<file path="config.mk">
export PLATFORM = sky130hd
export DESIGN_NAME = ctrl_stage_skid
export DESIGN_NICKNAME = d
export VERILOG_FILES = /design/src/rtl/diad_pipe_pkg.sv /design/src/rtl/ctrl_stage_slot.sv /design/src/rtl/ctrl_stage_skid.sv
export SDC_FILE = /design/constraint.sdc
export NUM_CORES = 1
export LEC_CHECK = 0
export ABC_AREA = 1
export CORE_ASPECT_RATIO = 1.2
export CORE_UTILIZATION = 50
export CTS_BUF_LIST = sky130_fd_sc_hd__clkbuf_16
export DETAILED_ROUTE_END_ITERATION = 10
export HOLD_SLACK_MARGIN = 0.02
export PLACE_DENSITY = 0.79
export SYNTH_ARGS = -nofsm -noshare
export SYNTH_HDL_FRONTEND = slang
export SYNTH_HIERARCHICAL = 1
export SYNTH_SLANG_ARGS = --single-unit
</file>
<file path="constraint.sdc">
create_clock -name clk -period 4.8 [get_ports clk]
set_input_delay 0.96 -clock clk [delete_from_list [all_inputs] [get_ports clk]]
set_output_delay 0.96 -clock clk [all_outputs]
set_load 0.01 [all_outputs]
</file>
<file path="src/rtl/diad_pipe_pkg.sv">
// Shared types and default widths for diad pipeline stages.
// Used by ctrl_stage_skid and by the stages on either side of it.
package diad_pipe_pkg;

  localparam int PC_W    = 12;
  localparam int INSTR_W = 12;
  localparam int SET_W   = 4;

  typedef enum logic [1:0] {
    ST_EMPTY = 2'd0,
    ST_ONE   = 2'd1,
    ST_TWO   = 2'd2
  } stage_state_t;

  typedef struct packed {
    logic [PC_W-1:0]    pc;
    logic [INSTR_W-1:0] instr;
    logic [SET_W-1:0]   set;
  } stage_payload_t;

  function automatic logic [1:0] state_occ(stage_state_t s);
    logic [1:0] n;
    n = 2'd0;
    case (s)
      ST_ONE:  n = 2'd1;
      ST_TWO:  n = 2'd2;
      default: n = 2'd0;
    endcase
    return n;
  endfunction

endpackage

</file>
<file path="src/rtl/ctrl_stage_slot.sv">
// Payload register with load enable.
// One instance is the main slot, one is the skid slot.
module ctrl_stage_slot #(
  parameter int W = 28
) (
  input  logic         clk,
  input  logic         rst,
  input  logic         ld,
  input  logic [W-1:0] d,
  output logic [W-1:0] q
);

  logic [W-1:0] data_q;
  logic [W-1:0] data_d;

  always_comb begin
    data_d = data_q;
    if (ld) data_d = d;
  end

  always_ff @(posedge clk or negedge rst) begin
    if (!rst) data_q <= '0;
    else      data_q <= data_d;
  end

  assign q = data_q;

endmodule

</file>
<file path="src/rtl/ctrl_stage_skid.sv">
// Valid/ready pipeline stage with two-entry skid buffer,
// flush and saturating stall counter.
module ctrl_stage_skid #(
  parameter int PC_W        = diad_pipe_pkg::PC_W,
  parameter int INSTR_W     = diad_pipe_pkg::INSTR_W,
  parameter int SET_W       = diad_pipe_pkg::SET_W,
  parameter int STALL_CNT_W = 16
) (
  input  logic                   clk,
  input  logic                   rst,
  input  logic                   in_valid,
  output logic                   in_ready,
  input  logic [PC_W-1:0]        pc_in,
  input  logic [INSTR_W-1:0]     instr_in,
  input  logic [SET_W-1:0]       instr_set_in,
  output logic                   out_valid,
  input  logic                   out_ready,
  output logic [PC_W-1:0]        pc_out,
  output logic [INSTR_W-1:0]     instr_out,
  output logic [SET_W-1:0]       instr_set_out,
  input  logic                   flush,
  output logic [STALL_CNT_W-1:0] stall_cnt,
  output logic [1:0]             occupancy
);

  import diad_pipe_pkg::*;

  typedef struct packed {
    logic [PC_W-1:0]    pc;
    logic [INSTR_W-1:0] instr;
    logic [SET_W-1:0]   set;
  } pay_t;

  stage_state_t state_q, state_d;
  logic in_ready_q, in_ready_d;
  logic out_valid_q, out_valid_d;
  logic [1:0] occ_q, occ_d;
  logic [STALL_CNT_W-1:0] stall_q, stall_d;

  logic accept;
  logic drain;
  logic m_ld;
  logic s_ld;
  pay_t in_pay;
  pay_t m_d;
  pay_t m_pay;
  pay_t s_pay;

  assign in_pay = '{pc: pc_in, instr: instr_in, set: instr_set_in};
  assign accept = in_valid & in_ready_q;
  assign drain  = out_valid_q & out_ready;

  always_comb begin
    state_d = state_q;
    m_ld    = 1'b0;
    s_ld    = 1'b0;
    m_d     = in_pay;
    unique case (state_q)
      ST_EMPTY: begin
        if (accept) begin
          m_ld    = 1'b1;
          state_d = ST_ONE;
        end
      end
      ST_ONE: begin
        if (accept && drain) begin
          m_ld = 1'b1;
        end else if (accept) begin
          s_ld    = 1'b1;
          state_d = ST_TWO;
        end else if (drain) begin
          state_d = ST_EMPTY;
        end
      end
      ST_TWO: begin
        if (drain) begin
          m_ld    = 1'b1;
          m_d     = s_pay;
          state_d = ST_ONE;
        end
      end
      default: state_d = ST_EMPTY;
    endcase
    // flush beats everything, including a same-cycle accept
    if (flush) begin
      state_d = ST_EMPTY;
      m_ld    = 1'b0;
      s_ld    = 1'b0;
    end
  end

  always_comb begin
    occ_d       = state_occ(state_d);
    out_valid_d = (state_d != ST_EMPTY);
    in_ready_d  = (state_d != ST_TWO);
    stall_d     = stall_q;
    if (out_valid_q && !out_ready && !flush && !(&stall_q))
      stall_d = stall_q + STALL_CNT_W'(1);
  end

  always_ff @(posedge clk or negedge rst) begin
    if (!rst) begin
      state_q     <= ST_EMPTY;
      in_ready_q  <= 1'b1;
      out_valid_q <= 1'b0;
      occ_q       <= 2'd0;
      stall_q     <= '0;
    end else begin
      state_q     <= state_d;
      in_ready_q  <= in_ready_d;
      out_valid_q <= out_valid_d;
      occ_q       <= occ_d;
      stall_q     <= stall_d;
    end
  end

  ctrl_stage_slot #(.W($bits(pay_t))) u_m (
    .clk (clk),
    .rst (rst),
    .ld  (m_ld),
    .d   (m_d),
    .q   (m_pay)
  );

  ctrl_stage_slot #(.W($bits(pay_t))) u_s (
    .clk (clk),
    .rst (rst),
    .ld  (s_ld),
    .d   (in_pay),
    .q   (s_pay)
  );

  assign in_ready      = in_ready_q;
  assign out_valid     = out_valid_q;
  assign occupancy     = occ_q;
  assign stall_cnt     = stall_q;
  assign pc_out        = m_pay.pc;
  assign instr_out     = m_pay.instr;
  assign instr_set_out = m_pay.set;

endmodule
</file>
==> results of run 1 <==
==> cells by family after synthesis <==
logic type	after synthesis	share of synthesized area
adders and majority gates	1	0.00327
and+or+nand+nor	362	0.375
AOI/OAI and AO/OA	10	0.0180
DFF	78	0.510
xor gates and xnor gates	8	0.0183
buffers and inverters	42	0.0749
==> stage by stage <==
| step | total power [uW] | utilization | hold slack (ps) | std cells |
|---|---|---|---|---|
| 6_report | 2320 | 0.665 | 471 | 669 |
| 4_1_cts | 2330 | 0.665 | 472 | 669 |
| 3_5_place_dp | 1630 | 0.622 | 458 | 653 |
| 3_3_place_gp | 1600 | 0.622 | 453 | 653 |
| 2_1_floorplan | 1310 | - | 442 | 501 |
| 5_1_grt | 2460 | 0.665 | 488 | 669 |
==> worst min path at each step <==
stage,end,cells after the start
4_1_cts,u_s/q[26],2
2_1_floorplan,u_s/q[0],2
3_3_place_gp,u_s/q[21],2
6_report,u_s/q[26],2
5_1_grt,u_s/q[26],2
3_5_place_dp,u_s/q[7],2
==> layer usage <==
metal,vias to the layer above,GRT usage
li1,1661,-
met1,1560,0.313
met2,76,0.383
met3,6,0.0327
met4,0,0.0877
met5,-,0
==> synth_stat cells, drive strengths merged <==
cell | n | area, um^2
nor3 | 1 | 5.00
dfstp | 1 | 26.3
nand2 | 318 | 1210
nand3 | 16 | 85.1
or2 | 1 | 8.76
o21ai | 10 | 68.8
buf | 19 | 200
nand4 | 4 | 25.0
nor2 | 21 | 93.8
ha | 1 | 12.5
clkbuf | 1 | 3.75
xor2 | 8 | 70.1
nand3b | 1 | 7.51
dfrtp | 77 | 1930
inv | 22 | 82.6
==> state kept, by name (all words and copies together) (netlist names) <==
register   count
u_m/q         28
out_valid      1
occupancy      2
stall_cnt     16
u_s/q         28
state_q        2
in_ready       1
==> worst max-delay path, cell delays in order <==
cell	delay (ps)
clkdlybuf4s50_1	480
nand2_1	130
nor2_4	570
inv_2	400
nand2_1	160
nand2_1	110
inv_1	70
buf_4	290
inv_2	280
nand2_1	130
nand2_1	60
==> cell type report <==
class | instances | area, um^2
Clock buffer | 9 | 225
Clock inverter | 7 | 82.6
Fill cell | 616 | 2450
Inverter | 22 | 82.6
Multi-Input combinational cell | 381 | 1590
Sequential cell | 78 | 1950
Tap cell | 90 | 113
Timing Repair Buffer | 82 | 813
==> layout by cell type (no fill, tap or decap), types with 2 or more instances in the layout <==
cell / synthesis / layout
nand2_1: 311 / 311
clkdlybuf4s50_1: 0 / 79
dfrtp_1: 77 / 77
inv_1: 16 / 18
nor2_1: 17 / 17
nand3_1: 15 / 15
clkbuf_16: 0 / 9
xor2_1: 8 / 8
nand2_2: 7 / 7
inv_2: 6 / 6
o21ai_2: 5 / 5
nand4_1: 4 / 4
o21ai_0: 4 / 4
nor2_2: 3 / 3
buf_4: 2 / 3
clkinv_1: 0 / 2
bufinv_16: 0 / 2
==> power by group through the flow <==
stage / Clock, uW / Combinational (uW) / Sequential [uW]
4_1_cts: 712 / 611 / 1010
2_1_floorplan: 0 / 277 / 1040
5_1_grt: 741 / 676 / 1040
3_3_place_gp: 0 / 582 / 1010
3_5_place_dp: 0 / 606 / 1020
6_report: 700 / 604 / 1010
==> impl_metrics.env, run 1 <==
export IMPL_tritoncts="done"
export IMPL_area_delta_synth_final_pct=27.0
export IMPL_synth_area_um2=3830
export IMPL_final_hold_viol_count=0
export IMPL_worst_path_max_fanout=29
export IMPL_via_per_inst=4.94
export IMPL_clockPowerShare=0.302
export IMPL_yosys_warnings=6
export IMPL_ant_nets=0
export IMPL_nets=608
export IMPL_setup_viol=0
export IMPL_htreeDepth=3
export IMPL_grt_use_total=0.235
export IMPL_wl_met2_um=4450
export IMPL_drt_first_pass_iters=4
export IMPL_rows=34
export IMPL_relSlewSlack=0.361
export IMPL_clk_pin_slew_ps=50
export IMPL_power_density_nw_per_um2=476
export IMPL_postLayoutCellArea_um2=4860
export IMPL_cp_startpoint="out_ready"
export IMPL_worstHoldPathType="flip-flop to flip-flop"
export IMPL_synthCells=501
export IMPL_reg2reg_to="u_m/q[6]"
export IMPL_layout_min_cycle_time_ps=3450
export IMPL_place_area_um2=4550
export IMPL_clock_sinks=78
export IMPL_finalWorstSetupSlack_ps=1350
export IMPL_cp_end_kind="flip-flop"
export IMPL_synth_yosys_seq_area_share=0.510
export IMPL_cts_setup_buffers=0
export IMPL_fin_crit_sh=0.719
export IMPL_p_comb_frac=0.261
export IMPL_cp_required_ps=5010
export IMPL_ios=81
export IMPL_critPathCapture="u_m/q[6]"
export IMPL_dr_wl_met3_um=330
export IMPL_maxSlewViolCount=0
export IMPL_met1_length_um=3680
export IMPL_leakage_uw=0.00252
export IMPL_p_seq_frac=0.437
export IMPL_dr_total_vias=3303
export IMPL_ys_ff_latch=78
export IMPL_core_um2=7320
export IMPL_rsz0062_at_grt="no"
export IMPL_drive_gt1_frac=0.0708
export IMPL_path_class="input pin to flip-flop"
export IMPL_regToRegSetupSlack_ps=1960
export IMPL_critical_path_reg2reg_startpoint="state_q[0]"
export IMPL_reg2reg_depth=10
export IMPL_cts_buffer_depth=2
export IMPL_antenna_found_initial=0
export IMPL_antenna_cells=0
export IMPL_worstHoldStart="u_s/q[26]"
export IMPL_syn_avg_cell_area_um2=7.64
export IMPL_drv_cap=0
export IMPL_overflow=0
export IMPL_status="completed"
export IMPL_cts_hold_buf=0
export IMPL_cp_data_arrival_time_ps=3660
export IMPL_fmax_ghz=0.290
export IMPL_grt_pass1_vias=3141
export IMPL_place_ws_ps=1030
export IMPL_synth_fp_nets=535
export IMPL_p_int_uw=1620
export IMPL_grt_max_degree=79
export IMPL_fin_skew_ps=5.67
export IMPL_place_port_buffers=80
export IMPL_highest_signal_layer="met4"
export IMPL_initial_core_util=0.523
export IMPL_wl_per_cell_um=12.8
export IMPL_ctsResizeCount=0
export IMPL_cts_buffers=9
export IMPL_p_sw_uw=693
export IMPL_drt_initial_drc_count=198
export IMPL_clock_root_buffer="clkbuf_16"
export IMPL_place_gp_congestion=0.824
export IMPL_die_w_um=81.9
export IMPL_clk_latency_ps=320
export IMPL_grt_pass1_wl_um=14600
export IMPL_drc=0
export IMPL_critPathLaunchType="input pin"
export IMPL_switching_share=0.299
export IMPL_die_h_um=97.8
export IMPL_worstMarginPinSlew_ps=958
export IMPL_setup_tns_ps=0
export IMPL_yosysUniqueCellTypes=24
export IMPL_wl_um=8540
export IMPL_die_area_um2=8010
export IMPL_hpwl_um=5670
export IMPL_ir_drop_uv=304
Note: power is estimated with default switching activity, not from simulation.
==> run 2: changes to the inputs <==
Settings changed: CORE_UTILIZATION 50 to 46, PLACE_DENSITY 0.79 to 0.76.
Clock period 4.8 ns to 3 ns, I/O delays scaled along.
==> run 2 against run 1 <==
- sequential power is 59% higher
- non-clock buffer count is 3 higher
- register-to-register slack worse by 830 ps
==> impl_metrics.env, run 2 (synthesized netlist as in run 1, its figures left out) <==
export IMPL_clock_sinks=78
export IMPL_final_util=0.600
export IMPL_path_class="input pin to flip-flop"
export IMPL_layout_commonest_cell="nand2_1"
export IMPL_worstHoldPathType="input pin to asynchronous set/reset pin"
export IMPL_antenna_cells=0
export IMPL_cp_data_arrival_time_ps=2330
export IMPL_whs_ps=422
export IMPL_use_met2=0.378
export IMPL_fin_crit_sh=0.705
export IMPL_critical_path_reg2reg_startpoint="stall_cnt[0]"
export IMPL_fin_skew_ps=4.65
export IMPL_grt_use_met3=0.0396
export IMPL_grt_pass1_wl_um=14000
export IMPL_drive_gt1_frac=0.0757
export IMPL_initial_core_util=0.472
export IMPL_place_port_buffers=80
export IMPL_clk_latency_ps=330
export IMPL_setup_viol=0
export IMPL_reg2reg_depth=8
export IMPL_worst_path_max_fanout=28
export IMPL_leakage_uw=0.00252
export IMPL_hpwl_um=5620
export IMPL_drc=0
export IMPL_status="completed"
export IMPL_tritoncts="done"
export IMPL_worstMarginPinSlew_ps=981
export IMPL_fmax_ghz=0.473
export IMPL_drv_cap=0
export IMPL_cp_required_ps=3220
export IMPL_clk_pin_slew_ps=60
export IMPL_antenna_found_initial=0
export IMPL_grt_use_met1=0.239
export IMPL_final_cell_mix="311 x nand2_1, 79 x clkdlybuf4s50_1, 77 x dfrtp_1"
export IMPL_setup_tns_ps=0
export IMPL_place_gp_congestion=0.806
export IMPL_critPathLaunchType="input pin"
export IMPL_rows=36
export IMPL_ir_drop_uv=370
export IMPL_cp_end_kind="flip-flop"
export IMPL_wl_um=8410
export IMPL_ant_nets=0
export IMPL_htreeDepth=3
export IMPL_dr_total_vias=3261
export IMPL_drt_initial_drc_count=151
export IMPL_fillCellCount=732
export IMPL_cts_setup_buffers=0
export IMPL_fin_cells=676
export IMPL_core_um2=8110
export IMPL_top_usage_layer="met2"
export IMPL_regToRegSetupSlack_ps=1130
export IMPL_grt_use_total=0.207
export IMPL_grt_max_degree=79
export IMPL_cts_hold_buf=0
export IMPL_cts_buffers=9
export IMPL_reg2reg_to="stall_cnt[7]"
export IMPL_final_hold_viol_count=0
export IMPL_ios=81
export IMPL_drt_first_pass_iters=4
export IMPL_relSlewSlack=0.346
export IMPL_die_h_um=102
export IMPL_power_density_nw_per_um2=741
export IMPL_area_delta_synth_final_pct=27.0
export IMPL_place_inst=661
export IMPL_die_area_um2=8690
export IMPL_rsz0062_at_grt="no"
export IMPL_maxSlewViolCount=0
export IMPL_die_w_um=85.3
export IMPL_cts_buffer_depth=2
export IMPL_nets=611
export IMPL_ctsResizeCount=0
export IMPL_overflow=0
export IMPL_via_per_inst=4.82
export IMPL_clock_root_buffer="clkbuf_16"
export IMPL_layout_min_cycle_time_ps=2110
export IMPL_wl_per_cell_um=12.4
export IMPL_grt_pass1_vias=3126
-- run 2: area by class of cell --
class | count | area, um^2 | share of cell area
sequential | 78 | 1950 | 0.402
multi-input combinational | 381 | 1590 | 0.328
timing repair buffer | 85 | 836 | 0.172
clock buffer | 9 | 225 | 0.0463
tap | 95 | 119 | 0.0244
inverter | 22 | 82.6 | 0.0170
clock inverter | 6 | 53.8 | 0.0111
-- run 2: how the worst max path moves through the flow --
stage	from	endpoint	slack [ps]	depth (start not counted)
2_1_floorplan	out_ready	u_m/q[10]	1360	11
3_3_place_gp	out_ready	u_m/q[12]	650	10
3_5_place_dp	out_ready	u_m/q[5]	570	10
4_1_cts	out_ready	u_m/q[1]	910	10
5_1_grt	out_ready	u_m/q[12]	680	10
6_report	out_ready	u_m/q[1]	890	10
-- run 2: report_power, final --
group / switching (uW) / internal [uW] / leakage (uW)
clock network: 397 / 629 / 0.000134
logic: 471 / 493 / 0.00139
registers: 222 / 1390 / 0.000995
total: 1090 / 2510 / 0.00252
-- run 2: through the flow --
stage          instance area, um^2  setup WS, ps  power [uW]
2_1_floorplan                 3830          1360        2100
3_3_place_gp                  4580           646        2550
3_5_place_dp                  4580           574        2600
4_1_cts                       4860           907        3640
5_1_grt                       4860           684        3840
6_report                      4860           886        3600
-- run 2: critical path: stages --
cell             delay, ps
clkdlybuf4s50_1        480
nand2_1                130
nor2_4                 140
inv_2                   50
nand2_1                 50
nand2_1                 90
inv_1                  280
inv_2                  290
nand2_1                140
nand2_1                 60
-- run 2: per-layer routing --
layer	vias up	routed length, um
li1	1664	-
met5	-	0
met1	1518	3580
met4	0	152
met2	66	4360
met3	13	317
==> run 3: changes to the inputs <==
Clock period 3 ns to 1.78 ns, I/O delays scaled along.
==> run 3 against run 2 <==
- non-clock buffer count grew 12
- routed wire length up 2.0%
- clock power increased by 69%
- design area increased by 3.1%
- worst hold slack better by 46 ps
- flip-flop and latch count unchanged
- clock skew is 2.3 ps higher
- critical path depth is 9 lower
- sequential share of layout area fell by 1.2 points
- sequential power grew 70%
- total power increased by 71%
==> impl_metrics.env, run 3 (synthesized netlist as in run 1, its figures left out) <==
export IMPL_p_int_uw=4280
export IMPL_clk_pin_slew_ps=60
export IMPL_dr_total_vias=3337
export IMPL_wl_um=8580
export IMPL_wl_per_cell_um=12.5
export IMPL_holdPathEnd="u_s/q[18]"
export IMPL_status="completed"
export IMPL_place_port_buffers=80
export IMPL_final_cell_mix="311 x nand2_1, 78 x clkdlybuf4s50_1, 76 x dfrtp_1"
export IMPL_clockPowerShare=0.283
export IMPL_cts_setup_buffers=0
export IMPL_drt_initial_drc_count=150
export IMPL_grt_pass1_wl_um=14400
export IMPL_rsz0062_at_grt="no"
export IMPL_place_area_um2=4720
export IMPL_worstMarginPinSlew_ps=455
export IMPL_antenna_found_initial=0
export IMPL_regToRegSetupSlack_ps=210
export IMPL_die_area_um2=8690
export IMPL_area_delta_synth_final_pct=31.0
export IMPL_cpMaxStageDelayCell="clkdlybuf4s50_1"
export IMPL_regArea_um2=1950
export IMPL_rows=36
export IMPL_clk_latency_ps=330
export IMPL_drv_cap=0
export IMPL_hold_path_depth=2
export IMPL_maxSlewViolCount=0
export IMPL_layout_min_cycle_time_ps=1720
export IMPL_path_class="flip-flop to primary output"
export IMPL_critical_path_reg2reg_startpoint="stall_cnt[1]"
export IMPL_power_density_nw_per_um2=1230
export IMPL_multi_input_area_um2=1590
export IMPL_clock_root_buffer="clkbuf_16"
export IMPL_switching_share=0.303
export IMPL_path_cells="clkdlybuf4s50_1"
export IMPL_initial_core_util=0.472
export IMPL_cp_required_ps=1420
export IMPL_fillCellCount=705
export IMPL_p_seq_frac=0.444
export IMPL_cp_end_kind="primary output"
export IMPL_tritoncts="done"
export IMPL_path_delay_family="buffers and inverters"
export IMPL_antenna_cells=0
export IMPL_grt_use_total=0.214
export IMPL_cp_buffers_inverters=1
export IMPL_htreeDepth=3
export IMPL_critPathLaunchType="flip-flop"
export IMPL_core_um2=8110
export IMPL_cts_buffers=9
export IMPL_drive_gt1_frac=0.0943
export IMPL_via_per_inst=4.84
export IMPL_grt_max_degree=35
export IMPL_place_gp_congestion=0.861
export IMPL_drt_first_pass_iters=4
export IMPL_overflow=0
export IMPL_p_sw_uw=1860
export IMPL_reg2reg_depth=9
export IMPL_hpwl_um=5880
export IMPL_setup_viol=0
export IMPL_whs_ps=469
export IMPL_reg2reg_to="stall_cnt[14]"
export IMPL_die_w_um=85.3
export IMPL_leakage_uw=0.00260
export IMPL_fmax_ghz=0.582
export IMPL_ir_drop_uv=595
export IMPL_die_h_um=102
export IMPL_worstHoldStart="u_s/q[18]"
export IMPL_final_hold_viol_count=0
export IMPL_place_inst=672
export IMPL_drc=0
export IMPL_relSlewSlack=0.697
export IMPL_p_comb_frac=0.273
export IMPL_worst_path_max_fanout=6
export IMPL_layout_commonest_cell="nand2_1"
export IMPL_fin_cells=689
export IMPL_max_stage_delay_ps=580
export IMPL_fin_crit_sh=0.965
export IMPL_ios=81
export IMPL_cts_buffer_depth=2
export IMPL_postLayoutCellArea_um2=5010
export IMPL_grt_pass1_vias=3126
export IMPL_ant_nets=0
export IMPL_fin_skew_ps=6.98
export IMPL_clock_sinks=78
export IMPL_cp_data_arrival_time_ps=1360
export IMPL_setup_tns_ps=0
export IMPL_worstHoldPathType="flip-flop to flip-flop"
export IMPL_nets=623
## run 3: changes by cell type in the layout (fill, tap and decap cells not counted), sizes merged
cell	previous run	this run
buf	6	17
clkdlybuf4s50	79	78
clkinv	4	3
dlygate4sd3	0	1
dlymetal6s2s	0	1
inv	22	24
## run 3: layer usage
| metal | vias up | GRT usage | routed length [um] |
|---|---|---|---|
| li1 | 1699 | - | - |
| met4 | 0 | 0.133 | 281 |
| met3 | 23 | 0.0331 | 334 |
| met2 | 77 | 0.357 | 4290 |
| met5 | - | 0 | 0 |
| met1 | 1538 | 0.263 | 3680 |
## run 3: repair_timing
item	CTS	global route
resized for setup	0	4
endpoints found under the setup margin	0	4
hold buffers	1	0
endpoints found under the hold margin	31	0
## run 3: cell type report
cell class / instances / area share
inverter: 22 / 0.0170
tap: 95 / 0.0237
timing repair buffer: 97 / 0.196
clock buffer: 9 / 0.0449
sequential: 78 / 0.390
multi-input combinational: 381 / 0.318
clock inverter: 7 / 0.0115
## run 3: per-stage QoR
step	worst slack, ps	power (uW)	utilization
floorplan	245	3540	-
global placement	-99.4	4350	0.582
detailed placement	-116	4430	0.582
CTS	9.52	6200	0.618
global route	10.7	6540	0.619
finish	62.8	6140	0.619
## run 3: power groups by stage
stage / registers, uW / clock network [uW] / logic, uW
2_1_floorplan: 2800 / 0 / 746
3_3_place_gp: 2730 / 0 / 1620
3_5_place_dp: 2750 / 0 / 1690
4_1_cts: 2730 / 1780 / 1690
5_1_grt: 2800 / 1860 / 1870
6_report: 2730 / 1740 / 1680
## run 3: worst max path at each step
stage / startpoint / cells after the start / slack, ps / to
3_3_place_gp: out_ready / 10 / -100 / u_m/q[3]
5_1_grt: stall_cnt[13] / 1 / 10 / stall_cnt[13]
3_5_place_dp: out_ready / 10 / -120 / u_m/q[10]
2_1_floorplan: state_q[0] / 11 / 250 / u_m/q[10]
4_1_cts: in_ready / 1 / 10 / in_ready
6_report: stall_cnt[13] / 1 / 60 / stall_cnt[13]
